===== config.mk =====
export PLATFORM = sky130hd
export DESIGN_NAME = ext_bus_target_flat
export DESIGN_NICKNAME = d
export VERILOG_FILES = /design/src/rtl/ext_bus_target_pkg.sv /design/src/rtl/ext_bus_target_if.sv /design/src/rtl/ext_bus_target_fifo.sv /design/src/rtl/ext_bus_target.sv /design/src/flat_wrapper.sv
export SDC_FILE = /design/constraint.sdc
export NUM_CORES = 1
export LEC_CHECK = 0
export ABC_AREA = 1
export ABC_CLOCK_PERIOD_IN_PS = 2500
export CORE_MARGIN = 3
export CORE_UTILIZATION = 40
export CTS_CLUSTER_DIAMETER = 120
export DETAILED_ROUTE_END_ITERATION = 10
export DONT_BUFFER_PORTS = 1
export HOLD_SLACK_MARGIN = 0.08
export PLACE_DENSITY = 0.64
export SLEW_MARGIN = 20
export SYNTH_ARGS = -nofsm -noshare
export SYNTH_HDL_FRONTEND = slang
export SYNTH_HIERARCHICAL = 1
export SYNTH_SLANG_ARGS = --single-unit

===== constraint.sdc =====
create_clock -name CLK -period 2.5 [get_ports CLK]
set_input_delay 0.25 -clock CLK [delete_from_list [all_inputs] [get_ports CLK]]
set_output_delay 0.25 -clock CLK [all_outputs]
set_load 0.1 [all_outputs]

===== src/rtl/ext_bus_target_pkg.sv =====
// Shared constants, state encoding and STATUS packing for the external bus target.
package ext_bus_target_pkg;

  localparam logic [1:0] REG_DATA    = 2'd0;
  localparam logic [1:0] REG_STATUS  = 2'd1;
  localparam logic [1:0] REG_IRQ_EN  = 2'd2;
  localparam logic [1:0] REG_SCRATCH = 2'd3;

  localparam int unsigned ST_H2L_FULL  = 0;
  localparam int unsigned ST_H2L_EMPTY = 1;
  localparam int unsigned ST_L2H_EMPTY = 2;
  localparam int unsigned ST_L2H_FULL  = 3;
  localparam int unsigned ST_OVF       = 4;
  localparam int unsigned ST_UDF       = 5;

  localparam int unsigned IE_L2H_AVAIL = 0;
  localparam int unsigned IE_H2L_EMPTY = 1;
  localparam int unsigned IE_ERR       = 2;

  typedef enum logic [1:0] {
    S_IDLE = 2'd0,
    S_RD   = 2'd1,
    S_WR   = 2'd2
  } acc_state_t;

  typedef struct packed {
    logic       h2l_full;
    logic       h2l_empty;
    logic       l2h_empty;
    logic       l2h_full;
    logic       ovf;
    logic       udf;
    logic [3:0] l2h_count;
  } status_t;

  function automatic logic [15:0] status_word(input status_t s);
    logic [15:0] w;
    w               = '0;
    w[ST_H2L_FULL]  = s.h2l_full;
    w[ST_H2L_EMPTY] = s.h2l_empty;
    w[ST_L2H_EMPTY] = s.l2h_empty;
    w[ST_L2H_FULL]  = s.l2h_full;
    w[ST_OVF]       = s.ovf;
    w[ST_UDF]       = s.udf;
    w[11:8]         = s.l2h_count;
    return w;
  endfunction

endpackage


===== src/rtl/ext_bus_target_if.sv =====
// MCU external bus pins as seen between the host (master) and this target (slave).
interface ext_bus_target_if;
  logic [15:0] BUS_ADDR;
  logic [15:0] BUS_DIN;
  logic        BUS_RDN;
  logic        BUS_WRN0;
  logic        BUS_WRN1;
  logic [15:0] BUS_DOUT;
  logic        BUS_DOE;

  modport master (
    output BUS_ADDR, BUS_DIN, BUS_RDN, BUS_WRN0, BUS_WRN1,
    input  BUS_DOUT, BUS_DOE
  );

  modport slave (
    input  BUS_ADDR, BUS_DIN, BUS_RDN, BUS_WRN0, BUS_WRN1,
    output BUS_DOUT, BUS_DOE
  );
endinterface


===== src/rtl/ext_bus_target_fifo.sv =====
// Synchronous FIFO with occupancy count; pushes when full and pops when empty are ignored.
module bus_fifo #(
  parameter int unsigned WIDTH = 16,
  parameter int unsigned DEPTH = 8
) (
  input  logic                   CLK,
  input  logic                   RESET,
  input  logic                   PUSH,
  input  logic [WIDTH-1:0]       PUSH_DATA,
  input  logic                   POP,
  output logic [WIDTH-1:0]       POP_DATA,
  output logic [$clog2(DEPTH):0] COUNT,
  output logic                   FULL,
  output logic                   EMPTY
);
  localparam int unsigned AW = $clog2(DEPTH);

  logic [WIDTH-1:0] mem [DEPTH];
  logic [AW-1:0]    wr_ptr;
  logic [AW-1:0]    rd_ptr;
  logic [AW:0]      count_q;
  logic             do_push;
  logic             do_pop;

  assign FULL     = (count_q == (AW+1)'(DEPTH));
  assign EMPTY    = (count_q == '0);
  assign COUNT    = count_q;
  assign do_push  = PUSH && !FULL;
  assign do_pop   = POP && !EMPTY;
  // Head is forced to zero when empty so the local port never shows stale data.
  assign POP_DATA = EMPTY ? '0 : mem[rd_ptr];

  always_ff @(posedge CLK) begin
    if (do_push) mem[wr_ptr] <= PUSH_DATA;
  end

  always_ff @(posedge CLK) begin
    if (RESET) begin
      wr_ptr  <= '0;
      rd_ptr  <= '0;
      count_q <= '0;
    end else begin
      if (do_push) wr_ptr <= wr_ptr + 1'b1;
      if (do_pop)  rd_ptr <= rd_ptr + 1'b1;
      case ({do_push, do_pop})
        2'b10:   count_q <= count_q + 1'b1;
        2'b01:   count_q <= count_q - 1'b1;
        default: count_q <= count_q;
      endcase
    end
  end
endmodule


===== src/rtl/ext_bus_target.sv =====
// External bus responder: synchronizes host strobes, decodes a 4-word window and
// bridges DATA accesses to the host-to-local and local-to-host FIFOs.
module ext_bus_target
  import ext_bus_target_pkg::*;
#(
  parameter logic [15:0] BASE_ADDR = 16'hF000,
  parameter int unsigned DEPTH     = 8
) (
  input  logic              CLK,
  input  logic              RESET,
  ext_bus_target_if.slave   bus,
  output logic [15:0]       TX_DATA,
  output logic              TX_VALID,
  input  logic              TX_READY,
  input  logic [15:0]       RX_DATA,
  input  logic              RX_VALID,
  output logic              RX_READY,
  output logic              IRQ
);
  localparam int unsigned CW = $clog2(DEPTH) + 1;

  // Strobe vectors are {WRN1, WRN0, RDN}; they reset low so a held strobe never looks like a fresh fall.
  logic [2:0]  s1_stb, s2_stb, s3_stb;
  logic [15:0] s1_addr, s2_addr, s1_din, s2_din;
  logic        rd_fall_q, rd_rise_q, wr_fall_q, wr_rise_q;
  logic        rd, wr, rd_d, wr_d, s_hit;

  acc_state_t  state;
  logic [1:0]  reg_q, lanes_q;
  logic        hit_q, rd_empty_q, doe_q, ovf, udf, irq;
  logic [15:0] wdata_q, dout_q, scratch, rd_val, l2h_data;
  logic [2:0]  irq_en;

  logic          h2l_full, h2l_empty, l2h_full, l2h_empty;
  logic [CW-1:0] h2l_count, l2h_count;
  logic          commit, rd_done, h2l_push, l2h_pop, ovf_set, udf_set, ovf_clr, udf_clr;
  logic [15:0]   h2l_wdata;
  status_t       stat;

  always_ff @(posedge CLK) begin
    if (RESET) begin
      s1_stb  <= '0;
      s2_stb  <= '0;
      s3_stb  <= '0;
      s1_addr <= '0;
      s2_addr <= '0;
      s1_din  <= '0;
      s2_din  <= '0;
      rd_fall_q <= 1'b0;
      rd_rise_q <= 1'b0;
      wr_fall_q <= 1'b0;
      wr_rise_q <= 1'b0;
    end else begin
      s1_stb  <= {bus.BUS_WRN1, bus.BUS_WRN0, bus.BUS_RDN};
      s2_stb  <= s1_stb;
      s3_stb  <= s2_stb;
      s1_addr <= bus.BUS_ADDR;
      s2_addr <= s1_addr;
      s1_din  <= bus.BUS_DIN;
      s2_din  <= s1_din;
      rd_fall_q <= rd && !rd_d;
      rd_rise_q <= !rd && rd_d;
      wr_fall_q <= wr && !wr_d;
      wr_rise_q <= !wr && wr_d;
    end
  end

  assign rd    = !s2_stb[0];
  assign wr    = !s2_stb[1] || !s2_stb[2];
  assign rd_d  = !s3_stb[0];
  assign wr_d  = !s3_stb[1] || !s3_stb[2];
  assign s_hit = (s2_addr[15:2] == BASE_ADDR[15:2]);

  assign commit    = (state == S_WR) && wr_rise_q && hit_q;
  assign rd_done   = (state == S_RD) && rd_rise_q && hit_q;
  assign h2l_push  = commit && (reg_q == REG_DATA);
  assign h2l_wdata = {lanes_q[1] ? wdata_q[15:8] : 8'h00, lanes_q[0] ? wdata_q[7:0] : 8'h00};
  assign l2h_pop   = rd_done && (reg_q == REG_DATA) && !rd_empty_q;
  assign ovf_set   = h2l_push && h2l_full;
  assign udf_set   = rd_done && (reg_q == REG_DATA) && rd_empty_q;
  assign ovf_clr   = commit && (reg_q == REG_STATUS) && lanes_q[0] && wdata_q[ST_OVF];
  assign udf_clr   = commit && (reg_q == REG_STATUS) && lanes_q[0] && wdata_q[ST_UDF];

  assign stat = '{h2l_full: h2l_full, h2l_empty: h2l_empty, l2h_empty: l2h_empty,
                  l2h_full: l2h_full, ovf: ovf, udf: udf, l2h_count: 4'(l2h_count)};

  always_comb begin
    rd_val = '0;
    case (s2_addr[1:0])
      REG_DATA:    rd_val = l2h_data;
      REG_STATUS:  rd_val = status_word(stat);
      REG_IRQ_EN:  rd_val = {13'b0, irq_en};
      REG_SCRATCH: rd_val = scratch;
      default:     rd_val = '0;
    endcase
  end

  always_ff @(posedge CLK) begin
    if (RESET) begin
      state      <= S_IDLE;
      reg_q      <= REG_DATA;
      hit_q      <= 1'b0;
      lanes_q    <= '0;
      wdata_q    <= '0;
      rd_empty_q <= 1'b0;
      dout_q     <= '0;
      doe_q      <= 1'b0;
      scratch    <= '0;
      irq_en     <= '0;
      ovf        <= 1'b0;
      udf        <= 1'b0;
      irq        <= 1'b0;
    end else begin
      irq <= |(irq_en & {ovf || udf, h2l_empty, !l2h_empty});
      if (ovf_set)      ovf <= 1'b1;
      else if (ovf_clr) ovf <= 1'b0;
      if (udf_set)      udf <= 1'b1;
      else if (udf_clr) udf <= 1'b0;

      case (state)
        S_IDLE: begin
          if (wr_fall_q) begin
            state   <= S_WR;
            reg_q   <= s2_addr[1:0];
            hit_q   <= s_hit;
            lanes_q <= {!s2_stb[2], !s2_stb[1]};
            wdata_q <= s2_din;
          end else if (rd_fall_q) begin
            state      <= S_RD;
            reg_q      <= s2_addr[1:0];
            hit_q      <= s_hit;
            rd_empty_q <= l2h_empty;
            if (s_hit) begin
              dout_q <= rd_val;
              doe_q  <= 1'b1;
            end
          end
        end
        S_RD: begin
          if (rd_rise_q) begin
            state  <= S_IDLE;
            dout_q <= '0;
            doe_q  <= 1'b0;
          end
        end
        S_WR: begin
          // Exit commits the sample held from the previous cycle, taken while the strobe was still low.
          if (wr_rise_q) begin
            state <= S_IDLE;
            if (commit && reg_q == REG_IRQ_EN && lanes_q[0]) irq_en <= wdata_q[2:0];
            if (commit && reg_q == REG_SCRATCH) begin
              if (lanes_q[0]) scratch[7:0]  <= wdata_q[7:0];
              if (lanes_q[1]) scratch[15:8] <= wdata_q[15:8];
            end
          end else begin
            lanes_q <= lanes_q | {!s2_stb[2], !s2_stb[1]};
            wdata_q <= s2_din;
          end
        end
        default: state <= S_IDLE;
      endcase
    end
  end

  bus_fifo #(.WIDTH(16), .DEPTH(DEPTH)) u_h2l (
    .CLK(CLK), .RESET(RESET),
    .PUSH(h2l_push), .PUSH_DATA(h2l_wdata),
    .POP(TX_VALID && TX_READY), .POP_DATA(TX_DATA),
    .COUNT(h2l_count), .FULL(h2l_full), .EMPTY(h2l_empty)
  );

  bus_fifo #(.WIDTH(16), .DEPTH(DEPTH)) u_l2h (
    .CLK(CLK), .RESET(RESET),
    .PUSH(RX_VALID && RX_READY), .PUSH_DATA(RX_DATA),
    .POP(l2h_pop), .POP_DATA(l2h_data),
    .COUNT(l2h_count), .FULL(l2h_full), .EMPTY(l2h_empty)
  );

  assign TX_VALID     = !h2l_empty;
  assign RX_READY     = !l2h_full;
  assign IRQ          = irq;
  assign bus.BUS_DOUT = dout_q;
  assign bus.BUS_DOE  = doe_q;

  logic unused_h2l_count;
  assign unused_h2l_count = ^h2l_count;
endmodule


===== src/flat_wrapper.sv =====
// flat-port wrapper written by rule: the top's interface ports become plain ports
module ext_bus_target_flat import ext_bus_target_pkg::*;
#(
  parameter logic [15:0] BASE_ADDR = 16'hF000,
  parameter int unsigned DEPTH     = 8
)
  (CLK, RESET, TX_DATA, TX_VALID, TX_READY, RX_DATA, RX_VALID, RX_READY, IRQ, bus_BUS_ADDR, bus_BUS_DIN, bus_BUS_RDN, bus_BUS_WRN0, bus_BUS_WRN1, bus_BUS_DOUT, bus_BUS_DOE);
  ext_bus_target_if bus_i ();
  input  logic CLK;
  input  logic RESET;
  output logic [15:0] TX_DATA;
  output logic TX_VALID;
  input  logic TX_READY;
  input  logic [15:0] RX_DATA;
  input  logic RX_VALID;
  output logic RX_READY;
  output logic IRQ;
  input wire logic [$bits(bus_i.BUS_ADDR)-1:0] bus_BUS_ADDR;
  input wire logic [$bits(bus_i.BUS_DIN)-1:0] bus_BUS_DIN;
  input wire logic [$bits(bus_i.BUS_RDN)-1:0] bus_BUS_RDN;
  input wire logic [$bits(bus_i.BUS_WRN0)-1:0] bus_BUS_WRN0;
  input wire logic [$bits(bus_i.BUS_WRN1)-1:0] bus_BUS_WRN1;
  output wire logic [$bits(bus_i.BUS_DOUT)-1:0] bus_BUS_DOUT;
  output wire logic [$bits(bus_i.BUS_DOE)-1:0] bus_BUS_DOE;
  assign bus_i.BUS_ADDR = bus_BUS_ADDR;
  assign bus_i.BUS_DIN = bus_BUS_DIN;
  assign bus_i.BUS_RDN = bus_BUS_RDN;
  assign bus_i.BUS_WRN0 = bus_BUS_WRN0;
  assign bus_i.BUS_WRN1 = bus_BUS_WRN1;
  assign bus_BUS_DOUT = bus_i.BUS_DOUT;
  assign bus_BUS_DOE = bus_i.BUS_DOE;
  ext_bus_target #(.BASE_ADDR(BASE_ADDR), .DEPTH(DEPTH)) u_core (.CLK(CLK), .RESET(RESET), .bus(bus_i), .TX_DATA(TX_DATA), .TX_VALID(TX_VALID), .TX_READY(TX_READY), .RX_DATA(RX_DATA), .RX_VALID(RX_VALID), .RX_READY(RX_READY), .IRQ(IRQ));
endmodule

==> impl_metrics.ini <==
[outcome]
status = finished, final reports clean

[setup_path]
worstPathRequired_ns = 2.25
r2r_cells = 15
r2r_setup_slack_ns = 0.20
crit_chain = buf_12, inv_1, buf_4, o21ai_0, o22ai_1, nor2_1, nor2_2, buf_12
cp_max_fo = 49
cpPeakStageDelay_ns = 0.32
worstReg2RegEnd = u_core/u_l2h/COUNT[2]
crit_path_end_kind = output pin
crit_arrival_ns = 2.13
critPathSlowestCell = dfxtp_1
start_kind = flip-flop
worstSetupEndpoint = TX_DATA[7]
r2r_start = u_core/reg_q[0]
path_common_cell = buf_12
path_class = flip-flop to output pin

[pwr]
clkPwrFrac = 0.445
powerDensity_nw_per_um2 = 748
switchingPower_uw = 3160
p_int_uw = 11600
seq_power_share = 0.511
worst_ir_drop_vdd_mv = 0.682
pwr-share-comb = 0.043
p_leak_uw = 0.00764
switching_share = 0.214

[timing]
worstMarginPinSlew_ns = 0.967
rsz0062_at_grt = yes
fin_crit_ns = 2.38
slew_viol_final = 0
finalSetupViolCount = 0
fin_skew_ns = 0.0125
layout_worst_path_cycle_share = 0.951
slew_headroom = 0.355
max_freq_mhz = 421
finalWorstSetupSlack_ns = 0.124
finalHoldViolations = 0

[grt]
grt_pass1_vias = 11100
grt_use_total = 0.171
grt_pass1_wl_um = 60100
antenna_found_initial = 0
gr-total-overflow = 0
grt_max_degree = 127

[die]
core_area_um2 = 40400
rows = 73
die_x_um = 210
die_area_um2 = 43900
initial_utilization = 0.411
dieHeight_um = 210
pin_count = 91

[synthesis]
synth_common_cells = nor2_1, edfxtp_1, inv_1
synth-seq-cells = 422
yosysSeqAreaShare = 0.664
syn-num-nets = 1699
netlist_instances = 1634
synth_area_um2 = 16600
yosysMostFrequentCell = nor2_1
synth_largest_area_cell = edfxtp_1
yosysWarnings = 6
synth_edf_count = 256
async_flop_share = 0
synthTopCellsByArea = edfxtp_1, dfxtp_1, nor2_1
synthDistinctLibCells = 38
synth_flop_cell = edfxtp_1
syn-mean-instance-area_um2 = 10.1
yosys.area.top_type_share = 0.464

[drt]
drc = 0
dr.pass1.iters = 5
drt_iter0_drc = 823
ant_nets = 0
avgRoutedWirePerCell_um = 16.5
viasPerCell = 4.95
vias = 11400
wl_um = 37900

[min_path]
min_from = RESET
min_path_type = input port to flip-flop

[final_layout]
area_growth_pct = 18.9
finalInstanceArea_um2 = 19700
antenna_cells = 0
final_nets = 1801
drive_gt1_frac = 0.115

[clock_network]
cts_tree = done
numClockSinks = 422
htreeDepth = 2
clockBufferDepth = 3
cts_buffers = 44
root_buffer = clkbuf_16
clkTransAtPathRegs_ns = 0.06
clock_latency_ns = 0.57

[placement]
hpwlAfterDp_um = 23400
port_buffers = 0
pre_cts_ws_ns = 0.214
place_congestion = 0.796
placed_area_um2 = 17700

[run]
maxCapViolCount = 0
==> cell usage in the layout, fill, tap and decap left out, types with 12 or more instances in the layout <==
master	n
nor3_1	12
a21oi_1	46
dlygate4sd3_1	52
o21ai_0	136
nor2_2	22
nand2_1	154
dfxtp_1	164
o211ai_1	32
buf_4	58
inv_1	168
o21ai_1	35
clkbuf_16	47
nand3_1	62
buf_12	19
nor2_1	378
edfxtp_1	256
o22ai_1	34
==> metrics by stage <==
step	total power (µW)	TNS [ns]	std cells	hold slack (ns)	util
2_1_floorplan	8060	0	1634	0.349	-
3_3_place_gp	8200	0	2161	0.349	0.438
3_5_place_dp	8210	0	2161	0.349	0.438
4_1_cts	14900	0	2296	0.103	0.488
5_1_grt	15300	-0.0155	2297	0.135	0.489
6_report	14700	0	2297	0.0954	0.489
==> worst max-delay path, delay by kind of cell, from the launching register on <==
family	cells	cell delay, ns
DFF	1	0.32
and+or+nand+nor	2	0.33
buffers and inverters	4	0.66
AOI/OAI and AO/OA	2	0.23
==> worst min-delay path by stage <==
stage,to,slack [ns],cells after the start
after floorplan,u_core/u_l2h/mem[0][0],0.35,0
after global placement,u_core/u_l2h/mem[0][11],0.35,0
after detailed placement,u_core/u_l2h/mem[0][11],0.35,0
after CTS,u_core/u_h2l/rd_ptr[0],0.10,5
after global routing,u_core/u_l2h/wr_ptr[1],0.14,4
final,u_core/u_h2l/rd_ptr[0],0.1,2
==> registers in the layout (all words and copies together) (netlist names), 2 cells and up, named ones only <==
name	count
u_core/irq_en	3
u_core/u_l2h/mem	128
u_core/bus.BUS_DOUT	16
u_core/s1_stb	3
u_core/scratch	16
u_core/s3_stb	3
u_core/s2_addr	16
u_core/wdata_q	16
u_core/u_l2h/COUNT	4
u_core/u_h2l/rd_ptr	3
u_core/u_h2l/wr_ptr	3
u_core/reg_q	2
u_core/s1_din	16
u_core/lanes_q	2
u_core/u_l2h/rd_ptr	3
u_core/u_h2l/mem	128
u_core/u_l2h/wr_ptr	3
u_core/s2_stb	3
u_core/s1_addr	16
u_core/u_h2l/COUNT	4
u_core/state	2
u_core/s2_din	16
==> metal layers <==
metal,track usage,vias to the layer above,wire (µm)
met5,0,-,0
met3,0.0375,53,2140
met2,0.275,267,17600
li1,-,5666,-
met4,0.0529,0,836
met1,0.234,5374,17300
==> what timing repair did <==
action                                  CTS  global route
buffers inserted                          0             1
hold endpoints to repair                258             0
endpoints found under the setup margin   14            12
gates resized for setup                   2             4
hold buffers                             53             0
==> area by class of cell <==
| class | count | area [µm²] |
|---|---|---|
| clock buffer | 59 | 1260 |
| clock inverter | 23 | 210 |
| fill | 3661 | 20600 |
| inverter | 173 | 652 |
| multi-input combinational | 962 | 4530 |
| sequential | 422 | 11000 |
| tap | 525 | 657 |
| timing repair buffer | 133 | 1400 |
==> logic make-up (layout without fill, tap and decap cells) <==
family	Yosys count	in the layout	share of synthesized area
xor+xnor	4	4	0.00211
buf+inv	250	388	0.0659
fa+ha+maj	10	10	0.00754
flops	422	422	0.664
compound gates	287	287	0.0954
simple gates	661	661	0.165
==> power by group through the flow <==
stage	logic (µW)	clock network [µW]	registers (µW)
after detailed placement	520	0	7690
final	641	6570	7540
after global routing	716	7010	7550
after floorplan	386	0	7670
after global placement	512	0	7690
after CTS	647	6720	7540
Note: power is estimated with default switching activity, not from simulation.
==> variant, RTL diff (same settings) <==
Put one more register stage on the output `IRQ`. The value now appears one clock later. The other outputs are not delayed to match.
--- a/src/rtl/ext_bus_target.sv
+++ b/src/rtl/ext_bus_target.sv
@@ -178,7 +178,9 @@
 
   assign TX_VALID     = !h2l_empty;
   assign RX_READY     = !l2h_full;
-  assign IRQ          = irq;
+  always_ff @(posedge CLK) begin
+    IRQ <= irq;
+  end
   assign bus.BUS_DOUT = dout_q;
   assign bus.BUS_DOE  = doe_q;
 
Formal check against the unedited RTL: same outputs for any inputs over 4 cycles, from zero or initial values and one cycle with RESET high; that may be too few to reach the edited logic, so the function may still have changed.
==> variant against the original RTL <==
- routed wire length decreased by 0.93%
- power decreased by 2.8%
- non-clock buffer count increased by 25
- largest cell class unchanged
- largest power group unchanged
- cell area increased by 0.77%
- sequential cell count increased by 1
- area after synthesis increased by 0.12%
- synthesized cell count about the same
- worst setup slack got worse by 0.041 ns
==> variant: results (changes against the original RTL) <==
wire length on met3=2047 um (-4.3%); met2 wire len=17770 um (+1.1%); grt met3 use=3.602% (-0.15 points); placed instance count=2176 (+0.69%); Arrival @ worst endpoint=2.17 ns (+0.04 ns); wire length of the first global-routing pass=59290 um (-1.3%); post-route worst hold slack=0.1171 ns (+0.02167 ns); Worst slew margin=36.84% (+1.4 points); dpl cell area=0.01774 mm^2 (+0.39%); peak fanout along the critical path=25 (-49%); routing usage on met2=27.66% (+0.17 points); grt met1 use=22.49% (-0.87 points); Hold Crit Endpoint=u_core/u_h2l/COUNT[0]; wire per inst=16.13 um (-2.1%); power per standard cell area=721.1 mW/mm^2 (-3.6%); average vias per placed instance=4.926 (-0.40%); Skew-Pair Late Insertion Delay=0.55 ns (-0.02 ns); number of DRC violations after detailed-routing iteration 0=753 (-8.5%); worst-case register-to-register setup slack=0.22 ns (+0.02 ns); FILL cells=3710 (+1.3%); final cycle utilization of the critical path=96.71% (+1.7 points); gate count of the mapped netlist=1635 (+0.061%); global routing usage summed across all routing layers=16.88% (-0.24 points); setup skew after layout=0.009787 ns (-0.002680 ns); Net Count, Synth=1700 (+0.059%); total CTS buffers=42 (-4.5%); status=complete, no violations; share of post-route cells with drive strength above 1=11.54% (+0.089 points); dominant cells by area after synthesis=sky130_fd_sc_hd__edfxtp_1 (46%), sky130_fd_sc_hd__dfxtp_1 (20%), sky130_fd_sc_hd__nor2_1 (8.9%); total of hold buffers inserted after clock tree synthesis=72 (+36%)
variant: report_power, final:
group / total, mW / switching [mW] / internal, mW
combinational: 0.665 / 0.420 / 0.245
clock: 6.11 / 2.56 / 3.56
sequential: 7.56 / 0.0529 / 7.50
variant: cells by family after synthesis:
group | count (synthesis) | synth area share [%]
simple gates | 661 | 16.49
flops | 423 | 66.43
buf+inv | 250 | 6.586
fa+ha+maj | 10 | 0.7535
xor+xnor | 4 | 0.2110
compound gates | 287 | 9.524
variant: layout make-up:
class                   instances  share of cell area, %
clock inverters                17                 0.5917
multi-input cells             962                  22.85
well taps                     532                  3.349
inverters                     173                  3.298
repair buffers                158                  8.171
flip-flops and latches        423                  55.52
clock buffers                  60                  6.219
variant: critical path: cells and delay by family (launching register included):
family | cells | cell delay, ns
flip-flops | 1 | 0.50
buffers and inverters | 2 | 0.49
AND/OR/NAND/NOR | 2 | 0.30
AO/OA/AOI/OAI | 2 | 0.32
